## config.mk

```make
export PLATFORM = sky130hd
export DESIGN_NAME = spi_serf_flat
export DESIGN_NICKNAME = d
export VERILOG_FILES = /design/src/rtl/spi_pkg.sv /design/src/rtl/spi_serf_if.sv /design/src/rtl/spi_sync_edge.sv /design/src/rtl/spi_serf.sv /design/src/flat_wrapper.sv
export SDC_FILE = /design/constraint.sdc
export NUM_CORES = 1
export LEC_CHECK = 0
export ABC_AREA = 1
export CAP_MARGIN = 25
export CORE_MARGIN = 8
export CORE_UTILIZATION = 48
export CTS_CLUSTER_DIAMETER = 80
export DETAILED_ROUTE_END_ITERATION = 10
export HOLD_SLACK_MARGIN = 0.05
export PLACE_DENSITY_LB_ADDON = 0.15
export SYNTH_ARGS = -nofsm -noshare
export SYNTH_HDL_FRONTEND = slang
export SYNTH_SLANG_ARGS = --single-unit
```

## constraint.sdc

```tcl
create_clock -name clk -period 4.5 [get_ports clk]
set_clock_uncertainty 0.2 [all_clocks]
set_input_delay 0.9 -clock clk [delete_from_list [all_inputs] [get_ports clk]]
set_output_delay 0.9 -clock clk [all_outputs]
set_load 0.005 [all_outputs]
```

## src/rtl/spi_pkg.sv

```systemverilog
// rtl/spi_pkg.sv - shared SPI frame constants and responder state type.
package spi_pkg;
  localparam int SPI_FRAME_W = 16;
  // bit counter must reach SPI_FRAME_W itself, hence the +1
  localparam int SPI_CNT_W   = $clog2(SPI_FRAME_W + 1);

  typedef enum logic {
    IDLE,
    ACTIVE
  } state_t;
endpackage

```

## src/rtl/spi_serf_if.sv

```systemverilog
// rtl/spi_serf_if.sv - SPI pins plus parallel tx/rx side of the SPI responder.
interface spi_serf_if;
  import spi_pkg::*;

  logic                   SS_n;
  logic                   SCLK;
  logic                   MOSI;
  logic                   MISO;
  logic [SPI_FRAME_W-1:0] tx_data;
  logic                   tx_ld;
  logic [SPI_FRAME_W-1:0] rx_data;
  logic                   rx_rdy;
  logic                   clr_rdy;
  logic                   frm_err;

  modport slave (
    input  SS_n, SCLK, MOSI, tx_data, tx_ld, clr_rdy,
    output MISO, rx_data, rx_rdy, frm_err
  );

  modport master (
    output SS_n, SCLK, MOSI, tx_data, tx_ld, clr_rdy,
    input  MISO, rx_data, rx_rdy, frm_err
  );
endinterface

```

## src/rtl/spi_sync_edge.sv

```systemverilog
// rtl/spi_sync_edge.sv - 2-flop synchronizer plus history flop with rise/fall strobes.
module spi_sync_edge (
  input  logic clk,
  input  logic rst_n,
  input  logic async_in,
  output logic level,
  output logic rise,
  output logic fall
);
  logic meta1, meta2, hist;

  // flops reset high so an idle-high line never produces a spurious edge
  always_ff @(posedge clk or negedge rst_n) begin
    if (!rst_n) begin
      meta1 <= 1'b1;
      meta2 <= 1'b1;
      hist  <= 1'b1;
    end else begin
      meta1 <= async_in;
      meta2 <= meta1;
      hist  <= meta2;
    end
  end

  assign level = meta2;
  assign rise  = meta2 & ~hist;
  assign fall  = ~meta2 & hist;
endmodule

```

## src/rtl/spi_serf.sv

```systemverilog
// rtl/spi_serf.sv - 16-bit SPI responder; SPI_SERF_FRAME_CHK_EN enables frame-length error checking.
module spi_serf
  import spi_pkg::*;
(
  input  logic        clk,
  input  logic        rst_n,
  spi_serf_if.slave   bus
);
  localparam logic [SPI_CNT_W-1:0] CNT_FULL = SPI_CNT_W'(SPI_FRAME_W);

  state_t                 state, nxt_state;
  logic [SPI_FRAME_W-1:0] shift_reg, hold_reg, rx_data_q;
  logic [SPI_CNT_W-1:0]   bit_cnt;
  logic                   mosi_smpl, rx_rdy_q;
  logic                   mosi_m1, mosi_s;
  logic                   ss_lvl, ss_rise, ss_fall;
  logic                   sclk_lvl, sclk_rise, sclk_fall;
  logic                   unused_lvl;

  spi_sync_edge u_ss_sync (
    .clk(clk), .rst_n(rst_n), .async_in(bus.SS_n),
    .level(ss_lvl), .rise(ss_rise), .fall(ss_fall)
  );

  spi_sync_edge u_sclk_sync (
    .clk(clk), .rst_n(rst_n), .async_in(bus.SCLK),
    .level(sclk_lvl), .rise(sclk_rise), .fall(sclk_fall)
  );

  assign unused_lvl = &{1'b0, ss_lvl, sclk_lvl};

  always_ff @(posedge clk or negedge rst_n) begin
    if (!rst_n) begin
      mosi_m1 <= 1'b1;
      mosi_s  <= 1'b1;
    end else begin
      mosi_m1 <= bus.MOSI;
      mosi_s  <= mosi_m1;
    end
  end

  always_ff @(posedge clk or negedge rst_n) begin
    if (!rst_n) state <= IDLE;
    else        state <= nxt_state;
  end

  always_comb begin
    nxt_state = state;
    case (state)
      IDLE:    if (ss_fall) nxt_state = ACTIVE;
      ACTIVE:  if (ss_rise) nxt_state = IDLE;
      default: nxt_state = IDLE;
    endcase
  end

  always_ff @(posedge clk or negedge rst_n) begin
    if (!rst_n) begin
      shift_reg <= '0;
      hold_reg  <= '0;
      rx_data_q <= '0;
      rx_rdy_q  <= 1'b0;
      bit_cnt   <= '0;
      mosi_smpl <= 1'b0;
    end else begin
      // loading while idle also refreshes the shifter so MISO shows the new MSB
      if (bus.tx_ld) begin
        hold_reg <= bus.tx_data;
        if (state == IDLE) shift_reg <= bus.tx_data;
      end
      if (bus.clr_rdy) rx_rdy_q <= 1'b0;
      case (state)
        IDLE: begin
          if (ss_fall) begin
            shift_reg <= hold_reg;
            bit_cnt   <= '0;
            rx_rdy_q  <= 1'b0;
          end
        end
        ACTIVE: begin
          if (sclk_rise) begin
            mosi_smpl <= mosi_s;
            if (bit_cnt != CNT_FULL) bit_cnt <= bit_cnt + 1'b1;
          end
          // the select-edge fall has no preceding rise, so bit_cnt==0 skips it
          if (sclk_fall && bit_cnt != '0)
            shift_reg <= {shift_reg[SPI_FRAME_W-2:0], mosi_smpl};
          if (ss_rise && bit_cnt == CNT_FULL) begin
            rx_data_q <= {shift_reg[SPI_FRAME_W-2:0], mosi_smpl};
            rx_rdy_q  <= 1'b1;
          end
        end
        default: ;
      endcase
    end
  end

`ifdef SPI_SERF_FRAME_CHK_EN
  logic frm_err_q;

  always_ff @(posedge clk or negedge rst_n) begin
    if (!rst_n) begin
      frm_err_q <= 1'b0;
    end else if (state == ACTIVE &&
                 ((ss_rise && bit_cnt != CNT_FULL) || (sclk_rise && bit_cnt == CNT_FULL))) begin
      frm_err_q <= 1'b1;
    end else if ((state == IDLE && ss_fall) || bus.clr_rdy) begin
      frm_err_q <= 1'b0;
    end
  end

  assign bus.frm_err = frm_err_q;
`else
  assign bus.frm_err = 1'b0;
`endif

  assign bus.MISO    = shift_reg[SPI_FRAME_W-1];
  assign bus.rx_data = rx_data_q;
  assign bus.rx_rdy  = rx_rdy_q;
endmodule

```

## src/flat_wrapper.sv

```systemverilog
// flat-port wrapper written by rule: the top's interface ports become plain ports
module spi_serf_flat import spi_pkg::*;
  (clk, rst_n, bus_SS_n, bus_SCLK, bus_MOSI, bus_tx_data, bus_tx_ld, bus_clr_rdy, bus_MISO, bus_rx_data, bus_rx_rdy, bus_frm_err);
  spi_serf_if bus_i ();
  input  logic clk;
  input  logic rst_n;
  input wire logic [$bits(bus_i.SS_n)-1:0] bus_SS_n;
  input wire logic [$bits(bus_i.SCLK)-1:0] bus_SCLK;
  input wire logic [$bits(bus_i.MOSI)-1:0] bus_MOSI;
  input wire logic [$bits(bus_i.tx_data)-1:0] bus_tx_data;
  input wire logic [$bits(bus_i.tx_ld)-1:0] bus_tx_ld;
  input wire logic [$bits(bus_i.clr_rdy)-1:0] bus_clr_rdy;
  output wire logic [$bits(bus_i.MISO)-1:0] bus_MISO;
  output wire logic [$bits(bus_i.rx_data)-1:0] bus_rx_data;
  output wire logic [$bits(bus_i.rx_rdy)-1:0] bus_rx_rdy;
  output wire logic [$bits(bus_i.frm_err)-1:0] bus_frm_err;
  assign bus_i.SS_n = bus_SS_n;
  assign bus_i.SCLK = bus_SCLK;
  assign bus_i.MOSI = bus_MOSI;
  assign bus_i.tx_data = bus_tx_data;
  assign bus_i.tx_ld = bus_tx_ld;
  assign bus_i.clr_rdy = bus_clr_rdy;
  assign bus_MISO = bus_i.MISO;
  assign bus_rx_data = bus_i.rx_data;
  assign bus_rx_rdy = bus_i.rx_rdy;
  assign bus_frm_err = bus_i.frm_err;
  spi_serf u_core (.clk(clk), .rst_n(rst_n), .bus(bus_i));
endmodule
```

==> results of run 1 <==
-- cell usage in the layout, fill, tap and decap left out, drive strengths merged --
master,Yosys,routed
nand2,125,125
nand3,61,61
dfrtp,56,56
clkdlybuf4s50,0,39
inv,23,23
o21ai,20,20
mux2,16,16
clkbuf,2,13
dfstp,8,8
nor2,7,7
buf,16,3
xor2,2,2
ha,2,2
bufinv,0,2
nand3b,1,1
xnor2,1,1
nand4,1,1
conb,1,1
clkinv,0,1
-- cells by family (layout without fill, tap and decap cells) --
family	Yosys count	in the layout	share of synthesized area (%)
XOR/XNOR	3	3	0.8694
buffers and inverters	41	81	6.870
flip-flops	64	64	53.31
AND/OR/NAND/NOR	195	195	28.73
other	1	1	0.1241
adder cells (fa/ha/maj)	2	2	0.8277
AO/OA/AOI/OAI	20	20	3.311
multiplexers	16	16	5.960
-- final cells by class --
type / count / share of cell area (%)
clock buffer: 13 / 4.111
clock inverter: 3 / 1.796
inverter: 23 / 2.383
multi-input combinational: 237 / 33.23
sequential: 64 / 44.49
tap: 77 / 2.660
timing repair buffer: 42 / 11.33
-- where the power goes --
group          internal [uW]  total, uW  switching [uW]  leakage, uW
Sequential               657        729            71.6     0.000800
Combinational            112        290             178     0.000921
Clock                    327        540             213     0.000108
-- routing by layer --
layer / part of all wire [%] / GRT usage [%] / vias up
met5: 0 / 0 / -
met1: 48 / 20.85 / 1114
met3: 4.4 / 3.150 / 12
met2: 45 / 23.88 / 58
met4: 2.1 / 9.103 / 0
li1: - / - / 1168
-- worst reg2reg max path, stage by stage, from the launching register on --
cell and delay, ns:
dfrtp_1 0.43, inv_1 0.52, nand3_2 0.62, inv_1 0.62, nand2_1 0.13, nand2_1 0.09
inv_1 0.04, nand2_1 0.04
-- through the flow --
stage | util, % | worst slack (ns) | hold WS, ns | cells | power, uW
detailed placement | 54.93 | 1.391 | 0.1476 | 443 | 1030
global placement | 54.93 | 1.416 | 0.1461 | 443 | 1022
floorplan | - | 2.605 | 0.1452 | 342 | 932.2
CTS | 58.38 | 1.730 | 0.1574 | 459 | 1573
finish | 58.38 | 1.685 | 0.1559 | 459 | 1560
global route | 58.38 | 1.457 | 0.1634 | 459 | 1648
-- worst paths after layout --
check / cells after the start / from / endpoint / slack, ns
max: 6 / bus_tx_ld / u_core.shift_reg[2] / 1.68
min reg2reg: 0 / u_core.u_ss_sync.meta1 / u_core.u_ss_sync.level / 0.16
max in group asynchronous: 2 / rst_n / u_core.u_ss_sync.meta1 / 2.75
min: 0 / u_core.u_ss_sync.meta1 / u_core.u_ss_sync.level / 0.16
max reg2reg: 7 / u_core.state / u_core.shift_reg[12] / 1.74
min in group asynchronous: 1 / rst_n / u_core.bus.rx_data[4] / 0.45
==> results.toml, run 1 <==
[sta]
finalHoldViolCount = 0
tns_ns = 0
setup_violations = 0
tightest_slew_ns = 0.8062
slew_headroom_pct = 46.25
rsz0062_at_grt = "false"
fin_crit_ns = 2.815
fmax_ghz = 0.3552
slew_viol_final = 0
final.period_utilization_pct = 62.56

[setup_path]
cpMaxStageDelayCell = "clkdlybuf4s50_1"
cp_common_cell = "nand2_1"
startpoint_type = "primary input"
cpPeakStageDelay_ns = 0.97
critical_path_class = "primary input to flip-flop"
worst-path-buf-inv = 1
path_delay_family = "buffers and inverters"
required_ns = 4.53
cp_max_fo = 20
cp.arrival_ns = 2.84
worstPathCellList = "clkdlybuf4s50_1 > nand2_1 > nand2_1 > nand2_1 > nand3_1 > nand2_1"
worstSetupEndpointType = "flip-flop"

[die]
start_util_pct = 48.72
core_area_um2 = 6205
fp.dieW_um = 95.36
dieHeight_um = 95.36
rows = 29
ioPinCount = 42
dieArea_um2 = 9094

[yosys]
yosysWarnings = 0
synth_nets = 367
netlist-cell-type-count = 25
ys_seq_elements = 64
syn_area_um2 = 3023
synth_ff_type = "dfrtp_1"
synthArstFlopShare_pct = 100.0
synth_most_common_cell = "nand2_1"
synthDominantCellAreaShare_pct = 46.36
yosys-top-cells-count = "nand2_1, nand3_1, dfrtp_1, inv_1, o21ai_0"
avgSynthCellArea_um2 = 8.839
syn_inst = 342
synth-seq-area-share_pct = 53.31
synth_top_area_cell = "dfrtp_1"
synthTopCellsByArea = "dfrtp_1, nand2_1, nand3_1, dfstp_2, mux2_2"
synth_edf_count = 0

[pwr]
p_leak_uw = 0.001829
ir_drop_mv = 0.2356
p_per_area_nw_per_um2 = 430.6

[detailed_routing]
via_per_inst = 5.124
drt-pass1-iter-count = 4
drt_wl_total_mm = 6.560
routedWlPerCell_um = 14.29
post-route-drc-count = 0
vias = 2352
drt_iter0_markers = 174
ant_nets = 0

[clock_network]
cts_hold_buf = 0
cts_buffer_depth = 2
cts_tree = "built"
post_cts_buffers = 0
cts_made_buffers = 9
clk_pin_slew_ns = 0.07
clkLatencyLatePin_ns = 0.34
cts.htree.levels = 3
cts_sinks = 64
clockRootBuffer = "clkbuf_8"
cts_resized = 0

[global_route]
antenna_found_initial = 0
grt_pass1_vias = 2340
grt_max_degree = 38
gr-total-overflow = 0
grt_pass1_wl_mm = 11.21
track_usage_pct = 15.85

[layout]
drive_above_1_share_pct = 12.83
area_delta_synth_final_pct = 19.83
diodes = 0
fill_cells = 571
fin_nets = 402
regArea_um2 = 1612
multiInputGateArea_um2 = 1204
final_cell_area_um2 = 3622

[hold_path]
holdCritPathClass = "flip-flop to flip-flop"

[outcome]
status = "completed"

[placed_design]
io_buffers = 40
globalplace.congestion = 0.8364
place_area_um2 = 3408
hpwl_mm = 4.523

[flow_run]
max-cap-violations = 0
Note: power is estimated with default switching activity, not from simulation.
==> run 2, diff against run 1 <==
clock period = 2.7 ns   (was 4.5 ns; I/O delays follow)
==> results.toml, run 2 (same netlist as run 1, synthesis figures left out) <==
[outcome]
status = "completed"

[setup_path]
startpoint_type = "flip-flop"
critical_path_class = "flip-flop to primary output"
startpoint = "u_core.shift_reg[15]"
rr_startpoint = "u_core.u_ss_sync.level"
worst-path-buf-inv = 1
required_ns = 1.96
cp_max_fo = 2
worstSetupEndpointType = "primary output"
r2r_slack_ns = 0.75
worstPathCellList = "clkdlybuf4s50_1"
cpMaxStageDelayCell = "clkdlybuf4s50_1"
cpPeakStageDelay_ns = 0.52
cp.depth = 1
path_delay_family = "buffers and inverters"
crit_end = "bus_MISO"
cp.arrival_ns = 1.21
ff2ff_path_depth = 6
reg2reg_to = "u_core.bus.rx_data[9]"

[sta]
slew_viol_final = 0
setup_violations = 0
fin_crit_ns = 1.949
tns_ns = 0
final.period_utilization_pct = 72.20
fmax_ghz = 0.5130
rsz0062_at_grt = "false"
slew_headroom_pct = 54.47
tightest_slew_ns = 0.6813
fin_hold_ws_ns = 0.1529
finalHoldViolCount = 0

[global_route]
grt_pass1_wl_mm = 11.65
grt_max_degree = 41
track_usage_pct = 16.53
grt_pass1_vias = 2428
gr-total-overflow = 0
antenna_found_initial = 0

[clock_network]
cts_sinks = 64
cts_tree = "built"
cts.htree.levels = 3
clkLatencyLatePin_ns = 0.34
cts_made_buffers = 9
clockRootBuffer = "clkbuf_8"
clk_pin_slew_ns = 0.07
cts_buffer_depth = 2

[detailed_routing]
post-route-drc-count = 0
drt-pass1-iter-count = 4
drt_iter0_markers = 138
routedWlPerCell_um = 14.68
vias = 2400
ant_nets = 0
via_per_inst = 5.172
drt_wl_total_mm = 6.812

[layout]
fin_nets = 407
area_delta_synth_final_pct = 22.31
diodes = 0
final_common_cell = "nand2_1"
fin_util_pct = 59.59
fill_cells = 554
layout_common_cells = "nand2_1, nand3_1, dfrtp_1"
drive_above_1_share_pct = 13.95

[placed_design]
hpwl_mm = 4.579
io_buffers = 40
globalplace.congestion = 0.8299

[die]
rows = 29
start_util_pct = 48.72
dieArea_um2 = 9094
dieHeight_um = 95.36
ioPinCount = 42
fp.dieW_um = 95.36
core_area_um2 = 6205

[pwr]
p_per_area_nw_per_um2 = 734.0
ir_drop_mv = 0.4158
p_leak_uw = 0.001859

[hold_path]
holdCritPathClass = "flip-flop to flip-flop"

[flow_run]
max-cap-violations = 0
## run 2: how the worst min path moves through the flow
stage | start | endpoint | slack [ns] | depth (start not counted)
final | u_core.mosi_m1 | u_core.mosi_s | 0.15 | 0
after global routing | u_core.u_ss_sync.meta1 | u_core.u_ss_sync.level | 0.16 | 0
after detailed placement | u_core.u_ss_sync.meta1 | u_core.u_ss_sync.level | 0.15 | 0
after CTS | u_core.u_ss_sync.meta1 | u_core.u_ss_sync.level | 0.16 | 0
after floorplan | rst_n | u_core.bit_cnt[0] | 0.04 | 0
after global placement | u_core.mosi_m1 | u_core.mosi_s | 0.15 | 0
## run 2: area by class of cell
class	instances	area (um^2)	area share, %
Multi-Input combinational cell	237	1204	32.55
Clock buffer	11	131.4	3.553
Sequential cell	64	1612	43.59
Tap cell	77	96.34	2.606
Inverter	23	86.33	2.335
Timing Repair Buffer	47	462.9	12.52
Clock inverter	5	105.1	2.843
## run 2: what timing repair did
| item | CTS | global route |
|---|---|---|
| resized for setup | 0 | 0 |
| hold buffers | 1 | 0 |
| hold endpoints to repair | 16 | 0 |
| buffers inserted | 0 | 0 |
## run 2: layer usage
layer | vias up | GRT usage [%] | wire length (um)
met3 | 12 | 4.252 | 387
met2 | 62 | 25.89 | 3285
met1 | 1146 | 20.84 | 3023
li1 | 1180 | - | -
met4 | 0 | 8.062 | 114
met5 | - | 0 | 0
## run 2: metrics by stage
stage               setup WS, ns  cells  total power [uW]  instance area, um^2
detailed placement        0.4429    447              1743                 3451
floorplan                  1.127    342              1554                 3023
CTS                       0.7238    464              2727                 3697
global route              0.5667    464              2867                 3697
global placement          0.4856    447              1726                 3451
finish                    0.7505    464              2714                 3697
## run 2: report_power, final
group	switching (uW)	internal [uW]	leakage (uW)	total (uW)
Clock	368	614	0.000110	982
Sequential	125	1100	0.000800	1220
Combinational	303	209	0.000949	511
Total	796	1920	0.00186	2710
